### src/rtl/sata_link_txrx_sched_if.sv
// Primitive type package and scheduler bus interface for sata_link_txrx_sched.
// The scheduler connects to the slave modport; ingress/decode and the wrmod/rdmod pair sit on master.
package sata_link_txrx_sched_pkg;

  typedef enum logic [3:0] {
    P_SYNC  = 4'd0,
    P_X_RDY = 4'd1,
    P_R_RDY = 4'd2,
    P_R_IP  = 4'd3,
    P_R_OK  = 4'd4,
    P_R_ERR = 4'd5,
    P_SOF   = 4'd6,
    P_EOF   = 4'd7,
    P_WTRM  = 4'd8,
    P_HOLD  = 4'd9,
    P_HOLDA = 4'd10,
    P_CONT  = 4'd11,
    P_ALIGN = 4'd12,
    P_DATA  = 4'd13
  } sata_p_t;

endpackage

interface sata_link_txrx_sched_if;
  import sata_link_txrx_sched_pkg::*;

  logic        phyrdy;
  sata_p_t     rx_dat_type;
  logic        roll_insert;
  logic        tx_req;
  logic        wr_cpl;
  logic        wr_no_busy;
  logic        rd_cpl;
  logic        wr_req;
  logic        rd_req;
  logic [2:0]  sched_state;
  logic        wdt_err;
  logic [15:0] stat_tx_cnt;
  logic [15:0] stat_rx_cnt;
  logic [15:0] stat_coll_cnt;

  modport master (
    output phyrdy, rx_dat_type, roll_insert, tx_req, wr_cpl, wr_no_busy, rd_cpl,
    input  wr_req, rd_req, sched_state, wdt_err, stat_tx_cnt, stat_rx_cnt, stat_coll_cnt
  );

  modport slave (
    input  phyrdy, rx_dat_type, roll_insert, tx_req, wr_cpl, wr_no_busy, rd_cpl,
    output wr_req, rd_req, sched_state, wdt_err, stat_tx_cnt, stat_rx_cnt, stat_coll_cnt
  );

endinterface

### src/rtl/sata_link_txrx_sched.sv
// Link-layer TX/RX ownership scheduler with X_RDY collision arbitration, SYNC gap and watchdog.
// Define SATA_LINK_SCHED_STAT_EN to build the frame/collision statistics counters.
module sata_link_txrx_sched
  import sata_link_txrx_sched_pkg::*;
#(
  parameter bit               ROLE    = 1'b1,
  parameter int               GAP_CYC = 4,
  parameter int               WDT_W   = 16,
  parameter logic [WDT_W-1:0] WDT_MAX = {WDT_W{1'b1}}
) (
  input logic                   clk,
  input logic                   rst_n,
  sata_link_txrx_sched_if.slave bus
);

  typedef enum logic [2:0] {
    S_NOCOMM = 3'd0,
    S_IDLE   = 3'd1,
    S_WR     = 3'd2,
    S_RD     = 3'd3,
    S_GAP    = 3'd4
  } state_t;

  localparam int               GAP_W    = (GAP_CYC > 1) ? $clog2(GAP_CYC) : 1;
  localparam logic [GAP_W-1:0] GAP_LAST = GAP_W'(GAP_CYC - 1);
  localparam logic [WDT_W-1:0] WDT_LAST = WDT_MAX - 1'b1;

  state_t           state;
  state_t           nxt;
  logic [WDT_W-1:0] wdt_cnt;
  logic [GAP_W-1:0] gap_cnt;
  logic             wr_req_q;
  logic             rd_req_q;
  logic             wdt_err_q;
  logic             wdt_fire;
  logic             x_rdy;

  assign x_rdy = (bus.rx_dat_type == P_X_RDY);

  // Decision for the next cycle; phyrdy loss overrides everything, cpl beats a watchdog expiry.
  always_comb begin
    nxt      = state;
    wdt_fire = 1'b0;
    if (!bus.phyrdy) begin
      nxt = S_NOCOMM;
    end else begin
      case (state)
        S_NOCOMM: nxt = S_IDLE;
        S_IDLE: begin
          if (!bus.roll_insert) begin
            if (x_rdy && bus.tx_req) begin
              nxt = (ROLE == 1'b1) ? S_RD : S_WR;
            end else if (x_rdy) begin
              nxt = S_RD;
            end else if (bus.tx_req) begin
              nxt = S_WR;
            end
          end
        end
        S_WR: begin
          if (bus.wr_cpl) begin
            nxt = S_GAP;
          end else if ((ROLE == 1'b1) && bus.wr_no_busy && x_rdy) begin
            nxt = S_RD;
          end else if (wdt_cnt == WDT_LAST) begin
            nxt      = S_GAP;
            wdt_fire = 1'b1;
          end
        end
        S_RD: begin
          if (bus.rd_cpl) begin
            nxt = S_GAP;
          end else if (wdt_cnt == WDT_LAST) begin
            nxt      = S_GAP;
            wdt_fire = 1'b1;
          end
        end
        S_GAP: begin
          if (gap_cnt == GAP_LAST) begin
            nxt = S_IDLE;
          end
        end
        default: nxt = S_NOCOMM;
      endcase
    end
  end

  always_ff @(posedge clk or negedge rst_n) begin
    if (!rst_n) begin
      state     <= S_NOCOMM;
      wdt_cnt   <= '0;
      gap_cnt   <= '0;
      wr_req_q  <= 1'b0;
      rd_req_q  <= 1'b0;
      wdt_err_q <= 1'b0;
    end else begin
      state     <= nxt;
      wr_req_q  <= (nxt == S_WR);
      rd_req_q  <= (nxt == S_RD);
      wdt_err_q <= wdt_fire;
      // Watchdog restarts on every grant, including the WR -> RD handover.
      if ((nxt != state) || !((nxt == S_WR) || (nxt == S_RD))) begin
        wdt_cnt <= '0;
      end else begin
        wdt_cnt <= wdt_cnt + 1'b1;
      end
      if ((state == S_GAP) && (nxt == S_GAP)) begin
        gap_cnt <= gap_cnt + 1'b1;
      end else begin
        gap_cnt <= '0;
      end
    end
  end

  assign bus.wr_req      = wr_req_q;
  assign bus.rd_req      = rd_req_q;
  assign bus.wdt_err     = wdt_err_q;
  assign bus.sched_state = state;

`ifdef SATA_LINK_SCHED_STAT_EN
  logic [15:0] stat_tx_q;
  logic [15:0] stat_rx_q;
  logic [15:0] stat_coll_q;
  logic        tx_hit;
  logic        rx_hit;
  logic        coll_hit;

  // Grants are recognised as state entries; phyrdy loss never enters WR/RD so counts freeze.
  assign tx_hit   = (nxt == S_WR) && (state != S_WR);
  assign rx_hit   = (nxt == S_RD) && (state != S_RD);
  assign coll_hit = ((state == S_IDLE) && bus.phyrdy && !bus.roll_insert && x_rdy && bus.tx_req)
                  || ((state == S_WR) && (nxt == S_RD));

  always_ff @(posedge clk or negedge rst_n) begin
    if (!rst_n) begin
      stat_tx_q   <= 16'h0;
      stat_rx_q   <= 16'h0;
      stat_coll_q <= 16'h0;
    end else begin
      if (tx_hit)   stat_tx_q   <= stat_tx_q + 16'd1;
      if (rx_hit)   stat_rx_q   <= stat_rx_q + 16'd1;
      if (coll_hit) stat_coll_q <= stat_coll_q + 16'd1;
    end
  end

  assign bus.stat_tx_cnt   = stat_tx_q;
  assign bus.stat_rx_cnt   = stat_rx_q;
  assign bus.stat_coll_cnt = stat_coll_q;
`else
  assign bus.stat_tx_cnt   = 16'h0;
  assign bus.stat_rx_cnt   = 16'h0;
  assign bus.stat_coll_cnt = 16'h0;
`endif

  a_grant_exclusive: assert property (@(posedge clk) disable iff (!rst_n) !(wr_req_q && rd_req_q));

endmodule
### src/flat_wrapper.sv
// flat-port wrapper written by rule: the top's interface ports become plain ports
module sata_link_txrx_sched_flat import sata_link_txrx_sched_pkg::*;
#(
  parameter bit               ROLE    = 1'b1,
  parameter int               GAP_CYC = 4,
  parameter int               WDT_W   = 16,
  parameter logic [WDT_W-1:0] WDT_MAX = {WDT_W{1'b1}}
)
  (clk, rst_n, bus_phyrdy, bus_rx_dat_type, bus_roll_insert, bus_tx_req, bus_wr_cpl, bus_wr_no_busy, bus_rd_cpl, bus_wr_req, bus_rd_req, bus_sched_state, bus_wdt_err, bus_stat_tx_cnt, bus_stat_rx_cnt, bus_stat_coll_cnt);
  sata_link_txrx_sched_if bus_i ();
  input logic clk;
  input logic rst_n;
  input wire logic [$bits(bus_i.phyrdy)-1:0] bus_phyrdy;
  input wire logic [$bits(bus_i.rx_dat_type)-1:0] bus_rx_dat_type;
  input wire logic [$bits(bus_i.roll_insert)-1:0] bus_roll_insert;
  input wire logic [$bits(bus_i.tx_req)-1:0] bus_tx_req;
  input wire logic [$bits(bus_i.wr_cpl)-1:0] bus_wr_cpl;
  input wire logic [$bits(bus_i.wr_no_busy)-1:0] bus_wr_no_busy;
  input wire logic [$bits(bus_i.rd_cpl)-1:0] bus_rd_cpl;
  output wire logic [$bits(bus_i.wr_req)-1:0] bus_wr_req;
  output wire logic [$bits(bus_i.rd_req)-1:0] bus_rd_req;
  output wire logic [$bits(bus_i.sched_state)-1:0] bus_sched_state;
  output wire logic [$bits(bus_i.wdt_err)-1:0] bus_wdt_err;
  output wire logic [$bits(bus_i.stat_tx_cnt)-1:0] bus_stat_tx_cnt;
  output wire logic [$bits(bus_i.stat_rx_cnt)-1:0] bus_stat_rx_cnt;
  output wire logic [$bits(bus_i.stat_coll_cnt)-1:0] bus_stat_coll_cnt;
  assign bus_i.phyrdy = bus_phyrdy;
  assign bus_i.rx_dat_type = bus_rx_dat_type;
  assign bus_i.roll_insert = bus_roll_insert;
  assign bus_i.tx_req = bus_tx_req;
  assign bus_i.wr_cpl = bus_wr_cpl;
  assign bus_i.wr_no_busy = bus_wr_no_busy;
  assign bus_i.rd_cpl = bus_rd_cpl;
  assign bus_wr_req = bus_i.wr_req;
  assign bus_rd_req = bus_i.rd_req;
  assign bus_sched_state = bus_i.sched_state;
  assign bus_wdt_err = bus_i.wdt_err;
  assign bus_stat_tx_cnt = bus_i.stat_tx_cnt;
  assign bus_stat_rx_cnt = bus_i.stat_rx_cnt;
  assign bus_stat_coll_cnt = bus_i.stat_coll_cnt;
  sata_link_txrx_sched #(.ROLE(ROLE), .GAP_CYC(GAP_CYC), .WDT_W(WDT_W), .WDT_MAX(WDT_MAX)) u_core (.clk(clk), .rst_n(rst_n), .bus(bus_i));
endmodule
### config.mk
export PLATFORM = sky130hd
export DESIGN_NAME = sata_link_txrx_sched_flat
export DESIGN_NICKNAME = d
export VERILOG_FILES = /design/src/rtl/sata_link_txrx_sched_if.sv /design/src/rtl/sata_link_txrx_sched.sv /design/src/flat_wrapper.sv
export SDC_FILE = /design/constraint.sdc
export NUM_CORES = 1
export LEC_CHECK = 0
export ABC_AREA = 1
export CAP_MARGIN = 20
export CORE_MARGIN = 4
export CORE_UTILIZATION = 30
export CTS_BUF_LIST = sky130_fd_sc_hd__clkbuf_8 sky130_fd_sc_hd__clkbuf_16
export DETAILED_ROUTE_END_ITERATION = 12
export GPL_TIMING_DRIVEN = 1
export PLACE_DENSITY_LB_ADDON = 0.3
export SETUP_SLACK_MARGIN = 0.3
export SYNTH_ARGS = -nofsm -noshare
export SYNTH_HDL_FRONTEND = slang
export SYNTH_SLANG_ARGS = --single-unit
### constraint.sdc
create_clock -name clk -period 1.4 [get_ports clk]
set_input_delay 0.14 -clock clk [delete_from_list [all_inputs] [get_ports clk]]
set_output_delay 0.14 -clock clk [all_outputs]
set_load 0.05 [all_outputs]
Word level (Yosys, flattened, before mapping)
Index checks and enable logic that the tools add are counted.
{"block": "totals", "romBits": 0, "latch_bits": 0, "elab_cells": 45, "memories": 0, "out_inout_bits": 54, "register_bits": 24, "ramBits": 0, "inputBits": 12}
{"block": "op_classes", "muxes": 19, "shifts": 0, "n_addsub": 2, "magnitude_cmp": 0, "mul": 0, "eq_ne": 11, "div": 0, "reduce_logical": 7, "bitwise_logic": 0}
{"operator": "$mux 3", "n": 10}
{"operator": "$add 16x1->16 const B", "n": 1}
{"operator": "$eq 16x16->1 const B", "n": 1}
{"operator": "$mux 16", "n": 1}
{"operator": "$pmux 3 s5", "n": 1}
{"operator": "$eq 3x2->1 const B", "n": 4}
{"operator": "$eq 3x3->1 const B", "n": 2}
{"operator": "$mux 1", "n": 5}
{"operator": "$eq 4x1->1 const B", "n": 1}
{"operator": "$eq 3x1->1 const B", "n": 1}
{"operator": "$logic_and 1x1->1", "n": 3}
{"operator": "$logic_not 3->1", "n": 1}
{"operator": "$ne 3x3->1", "n": 1}
{"operator": "$add 2x1->2 const B", "n": 1}
{"operator": "$eq 2x2->1 const B", "n": 1}
{"operator": "$logic_or 1x1->1", "n": 2}
{"operator": "$mux 2", "n": 1}
{"operator": "$pmux 1 s2", "n": 1}
{"operator": "$logic_not 1->1", "n": 1}

Depth between registers and ports, before layout
Gate-level depths: netlist of run 1.
{"block": "logic_depth", "word_depth": 11, "depth_mapped": 12}

Worst setup path before layout of run 1
OpenSTA, ideal clock, no wires.
{"block": "synth_path", "path_kind": "register to register", "start": "register u_core.state[2], in the netlist u_core.bus.sched_state[2]", "end": "register u_core.wdt_cnt[13]", "path_buffers": 1, "period_less_slack_ns": 1.858, "stages_incl_launch_ff": 13, "path_slack_ns": -0.458, "setup_ns": 0.124, "arrival_time_ns": 1.733, "required_time_ns": 1.276, "cell_sequence": "dfrtp_1 inv_2 nand2_4 nor2_2 nand3b_1 nand2_1 nor2_1 nand2_2 nand2_2 nand2_1 nand3_4 buf_12 nor2_4"}
{"block": "synth_between", "elab_chain_len": 11}
{"item": "from (decl)", "line_no": "sata_link_txrx_sched.sv:28", "text": "state_t state;"}
{"item": "from (signal assigned)", "line_no": "sata_link_txrx_sched.sv:97", "text": "state <= nxt;"}
{"item": "$mux 3", "line_no": "sata_link_txrx_sched.sv:55", "text": "end else if (bus.tx_req) begin"}
{"item": "$mux 3", "line_no": "sata_link_txrx_sched.sv:53", "text": "end else if (x_rdy) begin"}
{"item": "$mux 3", "line_no": "sata_link_txrx_sched.sv:51", "text": "if (x_rdy && bus.tx_req) begin"}
{"item": "$mux 3", "line_no": "sata_link_txrx_sched.sv:50", "text": "if (!bus.roll_insert) begin"}
{"item": "$pmux 3 s5", "line_no": "sata_link_txrx_sched.sv:47", "text": "case (state)"}
{"item": "$mux 3", "line_no": "sata_link_txrx_sched.sv:44", "text": "if (!bus.phyrdy) begin"}
{"item": "$eq 3x2->1", "line_no": "sata_link_txrx_sched.sv:102", "text": "if ((nxt != state) || !((nxt == S_WR) || (nxt == S_RD))) begin"}
{"item": "$logic_or 1x1->1", "line_no": "sata_link_txrx_sched.sv:102"}
{"item": "$logic_not 1->1", "line_no": "sata_link_txrx_sched.sv:102"}
{"item": "$logic_or 1x1->1 *", "line_no": "sata_link_txrx_sched.sv:102"}
{"item": "$mux 16 *", "line_no": "sata_link_txrx_sched.sv:102"}
{"item": "to (signal assigned)", "line_no": "sata_link_txrx_sched.sv:105", "text": "wdt_cnt <= wdt_cnt + 1'b1;"}
{"item": "to (decl)", "line_no": "sata_link_txrx_sched.sv:30", "text": "logic [WDT_W-1:0] wdt_cnt;"}
Every way passes the cells marked *; elsewhere a longest branch is shown, timed or not.

Worst setup path after layout of run 1
{"block": "layout_path", "start": "register u_core.state[2], in the netlist u_core.bus.sched_state[2]", "end": "register u_core.wdt_cnt[14]"}
Same word-level chain as after synthesis.

==> results.yml, run 1 <==
floorplan:
  rows: 27
  die_area_um2: 7260
  start_util_pct: 31.7
  die_h_um: 85.2
  pin_count: 66
  coreArea_um2: 5640
  die_w_um: 85.2
logic_synthesis:
  synth_area_um2: 1790
  syn_inst: 218
  yosys_warnings: 0
  synthDistinctLibCells: 24
  synth.avg_cell_area_um2: 8.20
  yosysSeqAreaShare_pct: 33.6
  synth_seq_cells: 24
placement:
  hpwl_um: 2710
  dpl-instance-area_um2: 2230
  place_ws_ps: -309
  portBuffers: 17
  routabilityCongestion: 0.816
timing:
  finalCritPeriodShare_pct: 113
  skew_ps: 3.30
  rsz0062_at_grt: "true"
  finalHoldViolCount: 0
  max_freq_ghz: 0.632
  setup_viol: 21
  min_period_ps: 1580
  tns_ps: -3050
  drv_slew: 0
  setup_ws_ps: -182
power:
  p_sw_share_pct: 35.2
  p_total_mw: 1.89
  power_frac_seq_pct: 37.6
  ir_worst_vdd_uv: 369
  p_leak_nw: 1.25
  switching_power_mw: 0.666
  power.clock.fraction_pct: 33.0
  p_int_mw: 1.23
  combPwrFrac_pct: 29.4
  power_density_nw_per_um2: 739
drt:
  ant_nets: 0
  firstDrtPassIters: 3
  drt-vias-per-instance: 3.84
  num_vias: 1386
  drt_iter0_markers: 34
  post_drt_wl_per_cell_um: 10.1
  post-route-drc-count: 0
  drt-total-wl_um: 3630
grt:
  grt_usage_pct: 9.87
  grt_max_degree: 25
  grt_antenna_before_repair: 0
  grt_overflow: 0
  grt_pass1_wl_um: 5870
  grt_pass1_vias: 1338
cts:
  cts_tree: "built"
  clkSlewWorstSetupHoldPaths_ps: 90
  cts_buffer_depth: 2
  htreeDepth: 1
  cts_root_buffer: "clkbuf_8"
  clkLatencyLatePin_ps: 270
  ctsHoldBuffers: 0
  cts.sinks: 24
  cts_made_buffers: 3
final_layout:
  n_antenna_cell: 0
  layout_commonest_cell: "buf_4"
  final_cell_mix: "buf_4, conb_1, nand2_1"
  drive_gt1_share_pct: 42.6
  area_delta_synth_final_pct: 43.2
  stdcell_area_um2: 2560
  fin_nets: 305
worst_hold_path:
  hold_class: "in2async"
critical_path:
  critPathCaptureType: "flop"
  required_ps: 1620
  arrival_ps: 1800
  crit_fanout: 7
  criticalPathCategory: "reg2reg"
  start_kind: "flop"
run_status:
  status: "complete, but fails checks"
  violations: "setup timing"
run:
  maxCapViolations: 0
critical path, stage by stage, from the launching register on:
cell	delay (ps)
dfrtp_2	430
inv_4	80
nand2_4	70
nor2_4	110
nand3b_1	100
nand2_1	70
nor2_1	40
nand2_2	90
nand2_2	60
nand2_2	90
nand3_4	110
buf_12	170
nor2_4	90
cell usage after synthesis:
master,number,area share (%)
a21boi_0,1,0.42
a21oi_1,2,0.56
buf_12,1,1.1
buf_4,48,20
conb_1,1,0.21
dfrtp_1,24,34
ha_1,3,2.1
inv_1,21,4.4
inv_2,3,0.63
nand2_1,34,7.1
nand2_2,9,3.1
nand2_4,1,0.63
nand3_1,7,2.0
nand3_4,1,0.98
nand3b_1,2,0.84
nand4_1,3,1.0
nor2_1,24,5.0
nor2_2,4,1.4
nor2_4,10,6.3
nor3_1,3,0.84
nor4_1,1,0.35
o21ai_0,1,0.28
xnor2_1,8,3.9
xor2_1,6,2.9
through the flow:
stage | hold slack [ps] | std cells | util (%)
finish | 225 | 361 | 45.4
global route | 249 | 361 | 45.4
CTS | 230 | 354 | 42.8
detailed placement | 431 | 348 | 39.5
global placement | 421 | 348 | 39.5
floorplan | -156 | 265 | -
kinds of logic (layout without fill, tap and decap cells):
group / Yosys count / count (layout) / share of synthesized area [%]
flops: 24 / 24 / 33.6
simple gates: 99 / 99 / 29.7
fa+ha+maj: 3 / 3 / 2.10
compound gates: 4 / 4 / 1.26
other cells: 1 / 48 / 0.210
buf+inv: 73 / 97 / 26.3
xor+xnor: 14 / 14 / 6.86
power by group through the flow:
stage | logic [mW] | clock network [mW] | registers [mW]
floorplan | 0.452 | 0 | 0.749
global placement | 0.510 | 0 | 0.725
detailed placement | 0.510 | 0 | 0.724
CTS | 0.538 | 0.631 | 0.713
global route | 0.587 | 0.661 | 0.715
finish | 0.556 | 0.624 | 0.713
sequential cells by signal, indices dropped and copies added, names as in the netlist:
name and flops:
u_core.bus.sched_state 3, u_core.bus.wdt_err 1, u_core.gap_cnt 2, u_core.bus.rd_req 1
u_core.bus.wr_req 1, u_core.wdt_cnt 16
metal layers:
metal | track usage [%] | vias up | wire (um)
met2 | 17.2 | 40 | 1830
met1 | 12.1 | 629 | 1550
met3 | 1.07 | 7 | 181
li1 | - | 710 | -
met4 | 4.60 | 0 | 77
met5 | 0 | - | 0
cell type report:
class / instances / area (um2)
clock buffers: 3 / 41.3
clock inverters: 1 / 30.0
fillers: 545 / 3080
inverters: 24 / 92.6
multi-input cells: 168 / 1080
flip-flops and latches: 24 / 604
well taps: 72 / 90.1
repair buffers: 69 / 623
final timing paths:
kind	start	to	slack, ps	cells after the start
hold / removal	rst_n	u_core.wdt_cnt[14]$_DFF_PN0_	220	2
setup reg to reg	u_core.bus.sched_state[2]$_DFF_PN0_	u_core.wdt_cnt[14]$_DFF_PN0_	-180	12
setup / recovery	u_core.bus.sched_state[2]$_DFF_PN0_	u_core.wdt_cnt[14]$_DFF_PN0_	-180	12
hold reg to reg	u_core.gap_cnt[0]$_DFF_PN0_	u_core.gap_cnt[0]$_DFF_PN0_	440	1
min in group clk	u_core.gap_cnt[0]$_DFF_PN0_	u_core.gap_cnt[0]$_DFF_PN0_	440	1
max in group asynchronous	rst_n	u_core.bus.sched_state[2]$_DFF_PN0_	920	2
what timing repair did:
| action | 4_1_cts | 5_1_grt |
|---|---|---|
| buffers inserted | 2 | 7 |
| setup endpoints to repair | 27 | 27 |
| gates resized for setup | 29 | 21 |
| pin swaps | 12 | 4 |
(Power assumes the default switching activity.)
==> inputs of run 2 (changes only) <==
--- a/config.mk
+++ b/config.mk
@@ -7,7 +7,6 @@
 export LEC_CHECK = 0
 export ABC_AREA = 1
 export CAP_MARGIN = 20
-export CORE_MARGIN = 4
 export CORE_UTILIZATION = 30
 export CTS_BUF_LIST = sky130_fd_sc_hd__clkbuf_8 sky130_fd_sc_hd__clkbuf_16
 export DETAILED_ROUTE_END_ITERATION = 12
==> run 2 against run 1 <==
The flow still finishes with violations (setup timing). Count of clock-buffer cells in the layout unchanged. Power increased by 1.9%. Highest routed layer unchanged. Sequential share of layout area decreased by 0.31 points. Critical path type unchanged. Wire length decreased by 2.8%. Die area decreased by 14%. Cell area increased by 1.3%. Non-clock buffer count increased by 1. Core utilization increased by 0.60 points. Hold slack got worse by 13 ps. Critical path depth decreased by 1.
==> results.yml, run 2 (same netlist as run 1, synthesis figures left out) <==
timing:
  skew_ps: 3.24
  rsz0062_at_grt: "true"
  max_freq_ghz: 0.602
  finalCritPeriodShare_pct: 119
  drv_slew: 0
  setup_ws_ps: -261
  finalHoldViolCount: 0
  tns_ps: -4650
  min_period_ps: 1660
  setup_viol: 22
power:
  p_total_mw: 1.93
  power_density_nw_per_um2: 743
  ir_worst_vdd_uv: 368
  p_leak_nw: 1.24
final_layout:
  multi_input_area_um2: 1090
  largest_register_ffs: 16
  stdcell_area_um2: 2590
  layout_commonest_cell: "conb_1"
  drive_gt1_share_pct: 45.5
  n_fill_cell: 548
  area_delta_synth_final_pct: 45.1
  n_antenna_cell: 0
  fin_nets: 306
  final_cell_mix: "conb_1, buf_4, nand2_1"
  regMostFlops: "u_core.wdt_cnt"
  final-instance-count-excl-fill: 362
  regArea_um2: 604
placement:
  dpl-instance-area_um2: 2200
  hpwl_um: 2420
  portBuffers: 17
  dp_cells: 345
  routabilityCongestion: 0.784
critical_path:
  slowest_delay_ps: 450
  crit_fanout: 8
  start_kind: "flop"
  worst-path-buf-inv: 2
  critPathSlowestCell: "dfrtp_2"
  criticalPathCategory: "reg2reg"
  worstSetupPathDepth: 11
  cp_cell_sequence: "nand3b_1, nor2_1, nand2_1, nand2_1, inv_1, nand2_2, nand2_4, nor2_4, nand3_4, buf_12, nor2_4"
  required_ps: 1610
  cp_top_family: "simple AND/OR/NAND/NOR gates"
  rr_worst_depth: 11
  arrival_ps: 1870
  critPathCaptureType: "flop"
cts:
  cts_made_buffers: 3
  htreeDepth: 1
  clkSlewWorstSetupHoldPaths_ps: 90
  cts.sinks: 24
  cts_buffer_depth: 2
  cts_tree: "built"
  clkLatencyLatePin_ps: 270
  cts_root_buffer: "clkbuf_8"
floorplan:
  pin_count: 66
  die_w_um: 79.2
  rows: 27
  coreArea_um2: 5640
  start_util_pct: 31.7
  die_area_um2: 6270
  die_h_um: 79.2
grt:
  grt_usage_pct: 11.2
  grt_pass1_vias: 1292
  grt_max_degree: 25
  grt_overflow: 0
  grt_pass1_wl_um: 5580
  grt_antenna_before_repair: 0
run:
  maxCapViolations: 0
drt:
  post-route-drc-count: 0
  ant_nets: 0
  drt-total-wl_um: 3530
  drt_iter0_markers: 55
  num_vias: 1422
  firstDrtPassIters: 6
  drt-vias-per-instance: 3.93
  post_drt_wl_per_cell_um: 9.75
run_status:
  status: "complete, but fails checks"
  violations: "setup timing"
worst_hold_path:
  hold_class: "in2async"
run 2: changes by cell type in the layout (fill, tap and decap cells not counted), sizes merged:
cell  change
buf       +1
run 2: metal layers:
metal  track usage (%)  routed length (um)
met5                 0                   0
met4              4.36                  58
met3              1.03                  79
met2              19.5                1850
met1              14.3                1540
run 2: repair_timing:
item / CTS / global route
setup buffers: 9 / 4
hold buffers: 0 / 0
endpoints found under the setup margin: 27 / 27
gates resized for setup: 22 / 37
pin swaps: 13 / 14
run 2: layout make-up:
type | count | area share [%]
sequential | 24 | 23.3
inverter | 24 | 3.57
timing repair buffer | 70 | 25.0
multi-input combinational | 168 | 41.9
clock inverter | 1 | 1.16
tap | 72 | 3.47
clock buffer | 3 | 1.59
run 2: final timing paths:
kind | end | slack [ps] | from
setup / recovery | u_core.wdt_cnt[10]$_DFF_PN0_ | -260 | u_core.bus.sched_state[1]$_DFF_PN0_
hold / removal | u_core.wdt_cnt[7]$_DFF_PN0_ | 210 | rst_n
setup reg to reg | u_core.wdt_cnt[10]$_DFF_PN0_ | -260 | u_core.bus.sched_state[1]$_DFF_PN0_
hold reg to reg | u_core.gap_cnt[0]$_DFF_PN0_ | 520 | u_core.gap_cnt[0]$_DFF_PN0_
max in group asynchronous | u_core.bus.sched_state[2]$_DFF_PN0_ | 930 | rst_n
min in group clk | u_core.gap_cnt[0]$_DFF_PN0_ | 520 | u_core.gap_cnt[0]$_DFF_PN0_
run 2: worst reg2reg max path, delay by kind of cell (launching register included):
family,cells,cell delay (ps)
flops,1,450
simple gates,9,920
buf+inv,2,230
run 2: per-stage QoR:
stage / setup WS (ps) / utilization (%) / hold WS, ps
after floorplan: -272 / - / -156
after global placement: -285 / 39.1 / 422
after detailed placement: -300 / 39.1 / 426
after CTS: -165 / 43.0 / 232
after global routing: -325 / 46.0 / 240
final: -261 / 46.0 / 212
run 2: report_power, final:
| part | leakage, nW | switching (mW) | internal (mW) |
|---|---|---|---|
| clock | 0.0357 | 0.230 | 0.382 |
| combinational | 0.875 | 0.434 | 0.168 |
| sequential | 0.329 | 0.0133 | 0.701 |
==> inputs of run 3 (changes only) <==
--- a/config.mk
+++ b/config.mk
@@ -11,7 +11,7 @@
 export CTS_BUF_LIST = sky130_fd_sc_hd__clkbuf_8 sky130_fd_sc_hd__clkbuf_16
 export DETAILED_ROUTE_END_ITERATION = 12
 export GPL_TIMING_DRIVEN = 1
-export PLACE_DENSITY_LB_ADDON = 0.3
+export PLACE_DENSITY = 0.72
 export SETUP_SLACK_MARGIN = 0.3
 export SYNTH_ARGS = -nofsm -noshare
 export SYNTH_HDL_FRONTEND = slang
==> run 3 against run 2 <==
The run still ends with setup timing left. Core utilization decreased by 1.7 points. Fmax decreased by 2.9%. Clock skew increased by 0.61 ps. Combinational power decreased by 3%.
==> results.yml, run 3 (same netlist as run 1, synthesis figures left out) <==
placement:
  place_ws_ps: -364
  hpwl_um: 2510
  routabilityCongestion: 0.814
  portBuffers: 17
drt:
  ant_nets: 0
  wl_met3_um: 99
  wl_met1_um: 1470
  firstDrtPassIters: 4
  num_vias: 1402
  wl_met2_um: 1860
  drt_iter0_markers: 26
  post_drt_wl_per_cell_um: 9.60
  routed.top_layer: "met4"
  drt-vias-per-instance: 3.87
  post-route-drc-count: 0
  drt-total-wl_um: 3480
grt:
  grt_pass1_vias: 1436
  grt_overflow: 0
  grt_antenna_before_repair: 0
  grt_max_degree: 25
  grt_pass1_wl_um: 6060
  grt_usage_pct: 12.3
cts:
  htreeDepth: 1
  cts.sinks: 24
  clkSlewWorstSetupHoldPaths_ps: 80
  clkLatencyLatePin_ps: 260
  cts_tree: "built"
  ctsHoldBuffers: 0
  cts_root_buffer: "clkbuf_8"
  cts_buffer_depth: 2
  cts_made_buffers: 3
floorplan:
  coreArea_um2: 5640
  rows: 27
  start_util_pct: 31.7
  die_w_um: 79.2
  pin_count: 66
  die_area_um2: 6270
  die_h_um: 79.2
critical_path:
  worstSetupPathDepth: 12
  r2r_end: "u_core.wdt_cnt[4]$_DFF_PN0_"
  crit_fanout: 8
  critPathCaptureType: "flop"
  worst-path-buf-inv: 3
  cp_cell_sequence: "inv_4, nand2_4, nor2_4, nand3b_1, nand2_1, inv_1, nand2_1, nand2_2, nor2_4, nand3_4, buf_12, nor2_2"
  cp_top_family: "simple AND/OR/NAND/NOR gates"
  reg2reg_slack_ps: -310
  criticalPathCategory: "reg2reg"
  required_ps: 1600
  r2r-start: "u_core.bus.sched_state[2]$_DFF_PN0_"
  arrival_ps: 1910
  start_kind: "flop"
  slowest_delay_ps: 430
  critPathSlowestCell: "dfrtp_2"
  rr_worst_depth: 12
run_status:
  status: "complete, but fails checks"
  violations: "setup timing"
final_layout:
  fin_nets: 306
  n_antenna_cell: 0
  largest_register_ffs: 16
  regMostFlops: "u_core.wdt_cnt"
  n_fill_cell: 539
  layout_commonest_cell: "conb_1"
  drive_gt1_share_pct: 42.1
  final_cell_mix: "conb_1, buf_4, nand2_1"
  area_delta_synth_final_pct: 39.9
power:
  p_leak_nw: 1.21
  power_density_nw_per_um2: 681
  p_total_mw: 1.70
  ir_worst_vdd_uv: 314
timing:
  max_freq_ghz: 0.584
  setup_viol: 23
  rsz0062_at_grt: "true"
  drv_slew: 0
  finalCritPeriodShare_pct: 122
  setup_ws_ps: -311
  skew_ps: 3.86
  finalHoldViolCount: 0
  min_period_ps: 1710
worst_hold_path:
  hold_class: "in2async"
run:
  maxCapViolations: 0
[run 3: cell count changes in the layout (fill, tap and decap cells not counted), moves of 2 or more]
cell / delta
buf_6: -2
nor2_1: +3
nand2_2: +3
nand2_4: -2
nor2_2: -3
buf_4: +2
[run 3: per-layer routing]
metal,up-vias,GRT usage (%)
li1,708,-
met1,653,13.9
met2,35,22.2
met3,6,2.41
met4,0,5.45
met5,-,0
[run 3: power breakdown]
group / internal [mW] / switching, mW / total (mW)
Sequential: 0.701 / 0.0115 / 0.712
Clock: 0.196 / 0.212 / 0.408
Combinational: 0.159 / 0.423 / 0.582
Total: 1.06 / 0.647 / 1.70
[run 3: worst max-delay path by stage]
stage                                              from                            to  slack (ps)
floorplan           u_core.bus.sched_state[2]$_DFF_PN0_  u_core.wdt_cnt[13]$_DFF_PN0_        -270
global placement                     bus_rx_dat_type[0]   u_core.wdt_cnt[0]$_DFF_PN0_        -270
detailed placement                   bus_rx_dat_type[0]   u_core.wdt_cnt[0]$_DFF_PN0_        -360
CTS                 u_core.bus.sched_state[1]$_DFF_PN0_   u_core.wdt_cnt[3]$_DFF_PN0_        -190
global route        u_core.bus.sched_state[2]$_DFF_PN0_  u_core.wdt_cnt[13]$_DFF_PN0_        -450
finish              u_core.bus.sched_state[2]$_DFF_PN0_   u_core.wdt_cnt[4]$_DFF_PN0_        -310
[run 3: final cells by class]
class                           count  area [um2]  area share (%)
Clock inverter                      1        3.75           0.150
Clock buffer                        3        41.3            1.65
Timing Repair Buffer               70         642            25.7
Tap cell                           72        90.1            3.60
Multi-Input combinational cell    168        1030            41.1
Sequential cell                    24         604            24.2
Inverter                           24        92.6            3.70
[run 3: metrics by stage]
stage               hold slack (ps)  instance area [um2]  cells  util [%]  setup TNS [ps]
finish                          229                 2500    362      44.3           -5780
global route                    271                 2500    362      44.3           -8820
CTS                             244                 2430    360      43.1           -3470
detailed placement              430                 2210    346      39.2           -5860
global placement                420                 2210    346      39.2           -4430
floorplan                      -156                 1980    265         -           -3450
[run 3: repair_timing]
item                       4_1_cts  5_1_grt
pin swaps                       12       13
setup endpoints to repair       27       27
setup buffers                   10        2
resized for setup               28       17
